**src/rtl/reed_solomon_decoder_pkg.sv**
```systemverilog
// Shared types and constants for the Reed-Solomon decoder scheduling logic.
package reed_solomon_decoder_pkg;

    localparam int          RS_CW_LEN        = 255;
    localparam int          RS_MSG_LEN       = 223;
    localparam logic [31:0] HC_CONTROL_START = 32'h0000_0001;

    typedef enum logic [2:0] {
        S_IDLE,
        S_FEED,
        S_GAP,
        S_STALL,
        S_DRAIN,
        S_DONE
    } t_sched_state;

endpackage

```
**src/rtl/reed_solomon_decoder_out_tracker.sv**
```systemverilog
// Counts decoded bytes returned by the core, tracks completed codewords and
// forwards accepted bytes to the write-side packer.
module reed_solomon_decoder_out_tracker
    import reed_solomon_decoder_pkg::*;
#(
    parameter int MSG_LEN = RS_MSG_LEN
) (
    input  logic        clk,
    input  logic        reset,
    input  logic        dec_valid_i,
    input  logic [7:0]  dec_data_i,
    input  logic [31:0] cw_started_i,
    output logic        wr_valid_o,
    output logic [7:0]  wr_data_o,
    output logic [31:0] cw_decoded_o,
    output logic        err_overflow_o
);

    localparam int OUT_W = (MSG_LEN > 1) ? $clog2(MSG_LEN) : 1;

    logic [OUT_W-1:0] out_cnt_q;
    logic [31:0]      cw_decoded_q;
    logic             err_overflow_q;
    logic             wr_valid_q;
    logic [7:0]       wr_data_q;

    always_ff @(posedge clk) begin
        if (reset) begin
            out_cnt_q      <= '0;
            cw_decoded_q   <= '0;
            err_overflow_q <= 1'b0;
            wr_valid_q     <= 1'b0;
            wr_data_q      <= '0;
        end else begin
            wr_valid_q <= 1'b0;
            if (dec_valid_i) begin
                // Nothing outstanding in the core: the byte cannot belong to any codeword.
                if (cw_decoded_q == cw_started_i) begin
                    err_overflow_q <= 1'b1;
                end else begin
                    wr_valid_q <= 1'b1;
                    wr_data_q  <= dec_data_i;
                    if (out_cnt_q == OUT_W'(MSG_LEN - 1)) begin
                        out_cnt_q    <= '0;
                        cw_decoded_q <= cw_decoded_q + 32'd1;
                    end else begin
                        out_cnt_q <= out_cnt_q + OUT_W'(1);
                    end
                end
            end
        end
    end

    assign wr_valid_o     = wr_valid_q;
    assign wr_data_o      = wr_data_q;
    assign cw_decoded_o   = cw_decoded_q;
    assign err_overflow_o = err_overflow_q;

endmodule

```
**src/rtl/reed_solomon_decoder_scheduler.sv**
```systemverilog
// Paces FIFO bytes into the Reed-Solomon decoder core, limits codewords in
// flight and signals completion once the programmed job is fully decoded.
module reed_solomon_decoder_scheduler
    import reed_solomon_decoder_pkg::*;
#(
    parameter int CW_LEN       = RS_CW_LEN,
    parameter int MSG_LEN      = RS_MSG_LEN,
    parameter int GAP_CYCLES   = 12,
    parameter int MAX_INFLIGHT = 2
) (
    input  logic        clk,
    input  logic        reset,
    input  logic [31:0] hc_control,
    input  logic [31:0] num_codewords,
    input  logic        fifo_not_empty,
    input  logic [7:0]  fifo_deq_data,
    output logic        fifo_deq_en,
    output logic [7:0]  dec_data,
    output logic        dec_valid,
    input  logic [7:0]  dec_data_in,
    input  logic        dec_valid_in,
    output logic [7:0]  wr_data,
    output logic        wr_valid,
    output logic [31:0] cw_started,
    output logic [31:0] cw_decoded,
    output logic        busy,
    output logic        done,
    output logic        err_overflow
);

    localparam int SYM_W = (CW_LEN > 1) ? $clog2(CW_LEN) : 1;
    localparam int GAP_W = (GAP_CYCLES > 1) ? $clog2(GAP_CYCLES) : 1;

    t_sched_state     state_q;
    logic [31:0]      total_q;
    logic [31:0]      cw_started_q;
    logic [SYM_W-1:0] sym_cnt_q;
    logic [GAP_W-1:0] gap_cnt_q;
    logic [7:0]       dec_data_q;
    logic             dec_valid_q;

    logic [31:0]      inflight;
    logic             all_issued;
    logic             credit_block;
    logic             issue;

    // Wraps modulo 2^32 so the credit check stays correct across counter rollover.
    assign inflight     = cw_started_q - cw_decoded;
    assign all_issued   = (cw_started_q == total_q) && (sym_cnt_q == '0);
    assign credit_block = (sym_cnt_q == '0) && (inflight >= 32'(MAX_INFLIGHT));
    assign issue        = !reset && (state_q == S_FEED) && !all_issued
                          && !credit_block && fifo_not_empty;

    always_ff @(posedge clk) begin
        if (reset) begin
            state_q      <= S_IDLE;
            total_q      <= '0;
            cw_started_q <= '0;
            sym_cnt_q    <= '0;
            gap_cnt_q    <= '0;
            dec_data_q   <= '0;
            dec_valid_q  <= 1'b0;
        end else begin
            dec_valid_q <= 1'b0;
            case (state_q)
                S_IDLE: begin
                    if (hc_control == HC_CONTROL_START) begin
                        total_q <= num_codewords;
                        state_q <= S_FEED;
                    end
                end
                S_FEED: begin
                    if (all_issued) begin
                        state_q <= S_DRAIN;
                    end else if (credit_block) begin
                        state_q <= S_STALL;
                    end else if (issue) begin
                        dec_data_q  <= fifo_deq_data;
                        dec_valid_q <= 1'b1;
                        if (sym_cnt_q == '0) begin
                            cw_started_q <= cw_started_q + 32'd1;
                        end
                        if (sym_cnt_q == SYM_W'(CW_LEN - 1)) begin
                            sym_cnt_q <= '0;
                        end else begin
                            sym_cnt_q <= sym_cnt_q + SYM_W'(1);
                        end
                        if (GAP_CYCLES != 0) begin
                            gap_cnt_q <= GAP_W'(GAP_CYCLES - 1);
                            state_q   <= S_GAP;
                        end
                    end
                end
                S_GAP: begin
                    if (gap_cnt_q == '0) begin
                        state_q <= S_FEED;
                    end else begin
                        gap_cnt_q <= gap_cnt_q - GAP_W'(1);
                    end
                end
                S_STALL: begin
                    if (inflight < 32'(MAX_INFLIGHT)) begin
                        state_q <= S_FEED;
                    end
                end
                S_DRAIN: begin
                    if (cw_decoded == total_q) begin
                        state_q <= S_DONE;
                    end
                end
                S_DONE: begin
                    state_q <= S_DONE;
                end
                default: begin
                    state_q <= S_IDLE;
                end
            endcase
        end
    end

    reed_solomon_decoder_out_tracker #(
        .MSG_LEN(MSG_LEN)
    ) u_out_tracker (
        .clk           (clk),
        .reset         (reset),
        .dec_valid_i   (dec_valid_in),
        .dec_data_i    (dec_data_in),
        .cw_started_i  (cw_started_q),
        .wr_valid_o    (wr_valid),
        .wr_data_o     (wr_data),
        .cw_decoded_o  (cw_decoded),
        .err_overflow_o(err_overflow)
    );

    assign fifo_deq_en = issue;
    assign dec_data    = dec_data_q;
    assign dec_valid   = dec_valid_q;
    assign cw_started  = cw_started_q;
    assign busy        = (state_q != S_IDLE) && (state_q != S_DONE);
    assign done        = (state_q == S_DONE);

endmodule
```
**config.mk**
```make
export PLATFORM = sky130hd
export DESIGN_NAME = reed_solomon_decoder_scheduler
export DESIGN_NICKNAME = d
export VERILOG_FILES = /design/src/rtl/reed_solomon_decoder_pkg.sv /design/src/rtl/reed_solomon_decoder_out_tracker.sv /design/src/rtl/reed_solomon_decoder_scheduler.sv
export SDC_FILE = /design/constraint.sdc
export NUM_CORES = 1
export LEC_CHECK = 0
export CORE_UTILIZATION = 45
export CTS_CLUSTER_DIAMETER = 200
export DETAILED_ROUTE_END_ITERATION = 10
export PLACE_DENSITY_LB_ADDON = 0.12
export SLEW_MARGIN = 15
export SYNTH_ARGS = -nofsm -noshare
export SYNTH_HDL_FRONTEND = slang
export SYNTH_SLANG_ARGS = --single-unit
export TNS_END_PERCENT = 30
```
**constraint.sdc**
```tcl
create_clock -name clk -period 5.7 [get_ports clk]
set_clock_uncertainty 0.15 [all_clocks]
set_input_delay 0.57 -clock clk [delete_from_list [all_inputs] [get_ports clk]]
set_output_delay 0.57 -clock clk [all_outputs]
set_load 0.1 [all_outputs]
```
==> results.md, run 1 <==
- Status: finished clean
- Hold Crit Start: sym_cnt_q[0]
- Max clock buf depth: 2
- Period utilization: between 90 and 100%
- Seq/Total Area, Yosys: a little under 30%
- CP required: about 5000 ps
- Worst Path Buf+Inv: 4
- Mapped Nets: 1,313
- Synth warn: 0
- Critical path's top delay family: simple AND/OR/NAND/NOR gates
- Yosys top cell by area: dfxtp_1
- Core area: 0.0202 mm²
- Cell Count, Final, Fillers Out: approximately 1,600
- Synth area leaders: dfxtp_1 30%, xnor2_1 5.9%, nand2_1 5.5%
- Area growth, synth to finish: 27.2%
- Syn Inst Count: 1,188
- Tot GR Track Use: 28.9%
- Dpl ws: between 600 and 700 ps
- Slew Viols, Final: 0
- CTS tree: built
- Slowest cell on crit path: nor4b_1
- Final setup fails: 0
- Worst-margin pin slew: 1070 ps
- Mapped cell area: 0.00928 mm²
- Final Power: between 2 and 2.5 mW
- Global-route wire length before repair: ~48,000 µm
- Fin area: around 0.012 mm²
- Pwr Density: around 200 mW/mm²
- LEAKAGE: around 4.7 nW
- Crit-path cells: inv_1, ha_1, fa_1, nand2b_1, a211oi_2, o21ai_1, mux2i_1, a221o_1, nor4b_1, nand4_1, nor3_2, o21ai_1, buf_4, inv_1, buf_12
- Clock root buffer master: clkbuf_16
- Wire per inst: ~19 µm
- Routed WL: slightly above 30,000 µm
- Row count: 52
- Die X: between 100 and 150 µm
- DIE HEIGHT: ~150 µm
- Vias in the first global route: between 8,000 and 9,000
- Initial core utilization: between 40% and 50%
- Commonest non-fill, non-tap cell in the layout: clkdlybuf4s50_1
- DR DRC count: 0
- Area after DPL: approximately 0.011 mm²
- CP Capture Type: output port
- # nets final: 1,459
- Die area: about 0.021 mm²
- Min-delay worst type: reg2reg
- Fmax: 192 MHz
- Placed cells: about 1,600
- Ratio of cells with drive above 1 in the final layout: between 8 and 9%
- Number of synthesized flops with an enable pin: 0
- Top-area cell type share of the netlist area: about 30%
- CTS clk-pin slew, worst paths: ~60 ps
- Cell depth of the worst flop-to-flop path: 13
- First DRT Iteration DRCs: around 650
- IO Count: 170
- CP max FO: 12
- Final hold violations: 0
- Critical path origin: cw_started[0]
- Post-CTS Setup Inserts: 0
- Vias per cell: around 5.7
- Worst R2R End: cw_started[10]
- Hold-fix buffers at CTS: 0
- Most frequent cells in the layout: 167 x clkdlybuf4s50_1, 138 x dfxtp_1, 135 x nand2_1
- N_diodes: 0
- Largest net degree at the start of global routing: between 70 and 80
- TNS Setup: 0 ps
- Port bufs: 169
- TritonCTS Sinks: between 100 and 150
- Via count: a little over 9,000
- Placer Congestion: 1.00
- Slew Limit Headroom: approximately 29%
- Clk_lat worst skew: 430 ps
- Arrival time at the worst endpoint: between 4000 and 5000 ps
- Detail Route Antenna Nets: 0
- Final period demand of the worst path: between 5000 and 6000 ps
- Max VDD drop: around 0.18 mV
- Initial antenna violation count: 0
- TritonRoute pass-1 iters: 7
- Startpoint types: flip-flop
- Asr flop ratio synth: 0%
- Layout fillers: between 1,500 and 2,000
- Post-detail-place hpwl: between 20,000 and 25,000 µm
- Gr ovfl total: 0
- Worst hold path depth: 2
- Reg2reg setup slack: roughly 570 ps
- Post-synthesis average cell area: 7.81 µm²
- Ys flop type: dfxtp_1
- FF+latch count, synth: approximately 140
- PnR worst setup slack: approximately 500 ps
- H-tree Lvls: 4
- CTS buffer count: 17
- Crit path kind: reg2out
- Netlist cell types: 79
- Max Cap Viol: 0
- Post_cts resized: 0
- Worst stage delay on the critical path: roughly 440 ps
- Worst hold endpoint: sym_cnt_q[0]
- Origin of the critical flop-to-flop path: u_out_tracker.cw_decoded_o[1]
- RSZ-0062 raised after global routing: false
==> cell families (layout without fill, tap and decap cells) <==
group                    after synthesis  in the layout  share of synthesized area (%)
XOR/XNOR                             109            109                           10.3
buffers and inverters                116            275                           5.25
multiplexers                          38             38                           4.52
AND/OR/NAND/NOR                      509            509                           27.7
flip-flops                           138            138                           29.8
AO/OA/AOI/OAI                        237            237                           16.9
adder cells (fa/ha/maj)               41             41                           5.61
==> registers in the layout, summed over array words and instances (netlist names) <==
register                      cells
u_out_tracker.err_overflow_o      1
u_out_tracker.out_cnt_q           8
u_out_tracker.wr_valid_o          1
sym_cnt_q                         8
u_out_tracker.wr_data_o           8
gap_cnt_q                         4
dec_valid                         1
total_q                          32
cw_started                       32
u_out_tracker.cw_decoded_o       32
dec_data                          8
state_q                           3
==> metrics by stage <==
| step | hold WS, ps | utilization, % |
|---|---|---|
| floorplan | 308 | - |
| global placement | 322 | 55.3 |
| detailed placement | 332 | 55.3 |
| CTS | 343 | 58.3 |
| global route | 358 | 58.3 |
| finish | 337 | 58.3 |
==> layout make-up <==
type | count | area, µm² | area share [%]
clock inverters | 14 | 188 | 1.59
repair buffers | 188 | 1840 | 15.6
inverters | 55 | 206 | 1.75
well taps | 270 | 338 | 2.86
flip-flops and latches | 138 | 2760 | 23.4
multi-input cells | 934 | 6030 | 51.1
clock buffers | 18 | 429 | 3.64
==> power by group <==
group          internal [mW]  switching (mW)
registers              0.971          0.0150
logic                 0.0849          0.0983
clock network          0.702           0.492
==> worst min-delay path, stage by stage (launching register included) <==
cell	delay, ps
dfxtp_1	320
nand3_1	60
a21oi_1	50
==> cell usage after synthesis (7+ instances only) <==
cell      number
mux2_2        27
a211oi_1       7
o211ai_1       8
nor2b_1       30
ha_1          40
nor2_1       105
xnor2_1       62
o21a_1        11
mux2i_1       10
a21oi_1       93
and3_1        16
clkbuf_1      41
nand4_1       45
o21ai_1        8
and4_1        10
buf_2         13
dfxtp_1      138
or3_1         27
nor4_1        28
a21o_1         7
xor2_1        47
o21ai_0       39
inv_1         55
nand3_1       34
nor3_1        40
nand2_1      135
==> how the worst max path moves through the flow <==
stage,to,depth (start not counted),slack [ps]
floorplan,fifo_deq_en,13,160
global placement,cw_started[12],13,650
detailed placement,cw_started[10],13,630
CTS,fifo_deq_en,14,520
global route,fifo_deq_en,15,190
finish,fifo_deq_en,15,500
==> layer usage <==
layer / part of all wire [%] / vias to the layer above / global-route usage (%)
met5: 0 / - / 0
met4: 2.7 / 0 / 10.9
met3: 7.2 / 58 / 5.24
met2: 43 / 328 / 42.5
met1: 47 / 4302 / 41.7
li1: - / 4536 / -
Power figures use the tool's default switching activity.
==> inputs of run 2 (changes only) <==
==> constraint.sdc (replaced) <==
create_clock -name clk -period 4.8 [get_ports clk]
set_clock_uncertainty 0.15 [all_clocks]
set_input_delay 0.48 -clock clk [delete_from_list [all_inputs] [get_ports clk]]
set_output_delay 0.48 -clock clk [all_outputs]
set_load 0.1 [all_outputs]
==> run 2 against run 1 <==
  * Combinational power is 19% higher
  * Via count is 0.33% higher
  * Sequential power is 19% higher
  * Worst setup slack worse by 350 ps
  * Register-to-register slack worse by 240 ps
  * Non-clock buffer count is 9 higher
  * Sequential share of layout area is 0.28 points higher
  * Clock power is 13% higher
  * Clock-buffer cell count is 1 higher
  * Critical path type unchanged
  * Critical endpoint unchanged
  * Largest power group unchanged
  * Highest routed layer unchanged
==> results.md, run 2 (same netlist as run 1, synthesis figures left out) <==
- Sequential power share: 42.9% (+1.2 points)
- Max Cap Viol: 0 (unchanged)
- Area growth, synth to finish: 29.7%
- TNS Setup: 0 ps (unchanged)
- Row count: 52 (unchanged)
- Most frequent cells in the layout: 167 x clkdlybuf4s50_1, 135 x nand2_1, 105 x nor2_1
- CTS buffer count: 17 (unchanged)
- Switching share of power: 27.7% (+2.1 points)
- Initial core utilization: 45.9% (unchanged)
- Cell depth of the worst flop-to-flop path: 14 (+1)
- Max VDD drop: 0.245 mV (+38%)
- Worst R2R End: cw_started[21]
- Initial antenna violation count: 0 (unchanged)
- Die X: 146 µm (unchanged)
- Placer Congestion: 1.01 (+0.74%)
- TritonCTS Sinks: 138 (unchanged)
- Routed WL: 30,800 µm (+2.0%)
- Max clock buf depth: 2 (unchanged)
- CTS tree: built
- Via count: 9,254 (+0.33%)
- Ratio of cells with drive above 1 in the final layout: 14.4% (+6.3 points)
- First DRT Iteration DRCs: 753 (+16%)
- N_diodes: 0 (unchanged)
- CTS clk-pin slew, worst paths: 70 ps (about the same)
- Layout fillers: 1,858 (-3.0%)
- Wire per inst: 18.9 µm (+1.4%)
- Final setup fails: 0 (unchanged)
- Core area: 0.0202 mm² (unchanged)
- Int Pwr: 1.97 mW (+12%)
- Fmax: around 220 MHz
- Detail Route Antenna Nets: 0 (unchanged)
- Slew Limit Headroom: 30.4% (+1.7 points)
- Clock power share: 49.1% (-1.4 points)
- CP max FO: 7 (-5)
- CP Capture Type: output port
- Period utilization: 96.8%
- Status: finished clean
- Min-delay worst type: reg2reg
- Startpoint types: flip-flop
- TritonRoute pass-1 iters: 5 (-2)
- Global-route wire length before repair: 47,600 µm (-0.23%)
- Arrival time at the worst endpoint: 4020 ps (-460 ps)
- Origin of the critical flop-to-flop path: cw_started[0]
- Crit path kind: reg2out
- Slew Viols, Final: 0 (unchanged)
- Pwr Density: 226 mW/mm² (+13%)
- Reg2reg setup slack: 330 ps (-240 ps)
- CP required: 4170 ps (-810 ps)
- Worst hold endpoint: u_out_tracker.wr_data_o[7]
- IO Count: 170 (unchanged)
- Sw Pwr: 754 µW (+25%)
- Port bufs: 169 (unchanged)
- Final hold violations: 0 (unchanged)
- Worst hold path depth: 2 (unchanged)
- Final period demand of the worst path: 4650 ps
- Logic pwr share: 8.0% (+0.2 points)
- DR DRC count: 0 (unchanged)
- Dpl ws: 224 ps (-404 ps)
- Worst-margin pin slew: 1040 ps (-25.5 ps)
- Final Power: 2.72 mW (+15%)
- Clock root buffer master: clkbuf_16
- H-tree Lvls: 4 (unchanged)
- Critical path origin: cw_started[0]
- Die area: 0.0212 mm² (unchanged)
- Hold Crit Start: u_out_tracker.wr_data_o[7]
- Tot GR Track Use: 28.9% (+0.081 points)
- Cell Count, Final, Fillers Out: 1,626 (+0.56%)
- Largest net degree at the start of global routing: 91 (+20%)
- DIE HEIGHT: 146 µm (unchanged)
- LEAKAGE: 4.75 nW (+2.0%)
- Clk_lat worst skew: 450 ps (+20 ps)
- Post-detail-place hpwl: 23,700 µm (+1.4%)
- Gr ovfl total: 0 (unchanged)
- Hold Worst Slack: 341 ps (+4.33 ps)
- # nets final: 1,468 (+0.62%)
- PnR worst setup slack: 155 ps (-348 ps)
- Vias in the first global route: 8,503 (-0.12%)
- Commonest non-fill, non-tap cell in the layout: clkdlybuf4s50_1
- Placed cells: 1,593 (+0.50%)
- Vias per cell: 5.69 (-0.23%)
## run 2: cell count changes in the layout (fill, tap and decap cells not counted), sizes merged
cell,delta
buf,+9
bufinv,-3
inv,+3
clkinv,-2
clkbuf,+1
clkinvlp,+1
## run 2: area by class of cell
class	count	area [µm²]	share of cell area (%)
Tap cell	270	338	2.81
Timing Repair Buffer	197	1910	15.9
Sequential cell	138	2850	23.7
Multi-Input combinational cell	934	6150	51.1
Inverter	55	210	1.75
Clock buffer	19	454	3.78
Clock inverter	13	120	0.999
## run 2: worst max-delay path: stages (launching register included)
cell and delay (ps):
dfxtp_4 380, inv_1 80, ha_1 240, fa_1 420, nand2b_1 240, a211oi_4 330
o21ai_2 170, mux2i_1 150, a221o_1 310, nor4b_4 290, nand4_1 200, nor3_2 270
o21ai_1 160, clkinvlp_4 160, buf_12 180
## run 2: per-stage QoR
step | cell area, µm² | utilization (%)
floorplan | 9370 | -
global placement | 11300 | 56.0
detailed placement | 11300 | 56.0
CTS | 11900 | 58.9
global route | 12000 | 59.4
finish | 12000 | 59.4
## run 2: worst max path at each step
| stage | to | slack, ps | depth (start not counted) |
|---|---|---|---|
| after detailed placement | cw_started[10] | 220 | 14 |
| after global placement | cw_started[10] | 290 | 13 |
| after global routing | fifo_deq_en | -30 | 13 |
| final | fifo_deq_en | 150 | 14 |
| after floorplan | fifo_deq_en | 6 | 14 |
| after CTS | fifo_deq_en | 40 | 14 |
## run 2: power groups by stage
stage	logic (mW)	registers, mW	clock network, mW
2_1_floorplan	0.122	1.19	0
3_3_place_gp	0.216	1.19	0
3_5_place_dp	0.217	1.19	0
4_1_cts	0.218	1.17	1.35
5_1_grt	0.234	1.17	1.40
6_report	0.218	1.17	1.34
## run 2: repair_timing
action / 4_1_cts / 5_1_grt
resized for setup: 0 / 24
buffers inserted: 0 / 1
hold endpoints to repair: 0 / 0
endpoints found under the setup margin: 0 / 8
hold buffers: 0 / 0
## run 2: layer usage
layer / wire, µm / global-route usage, % / vias up
li1: - / - / 4538
met1: 14400 / 41.2 / 4317
met2: 13100 / 43.0 / 338
met3: 2460 / 6.71 / 61
met4: 783 / 9.26 / 0
met5: 0 / 0 / -
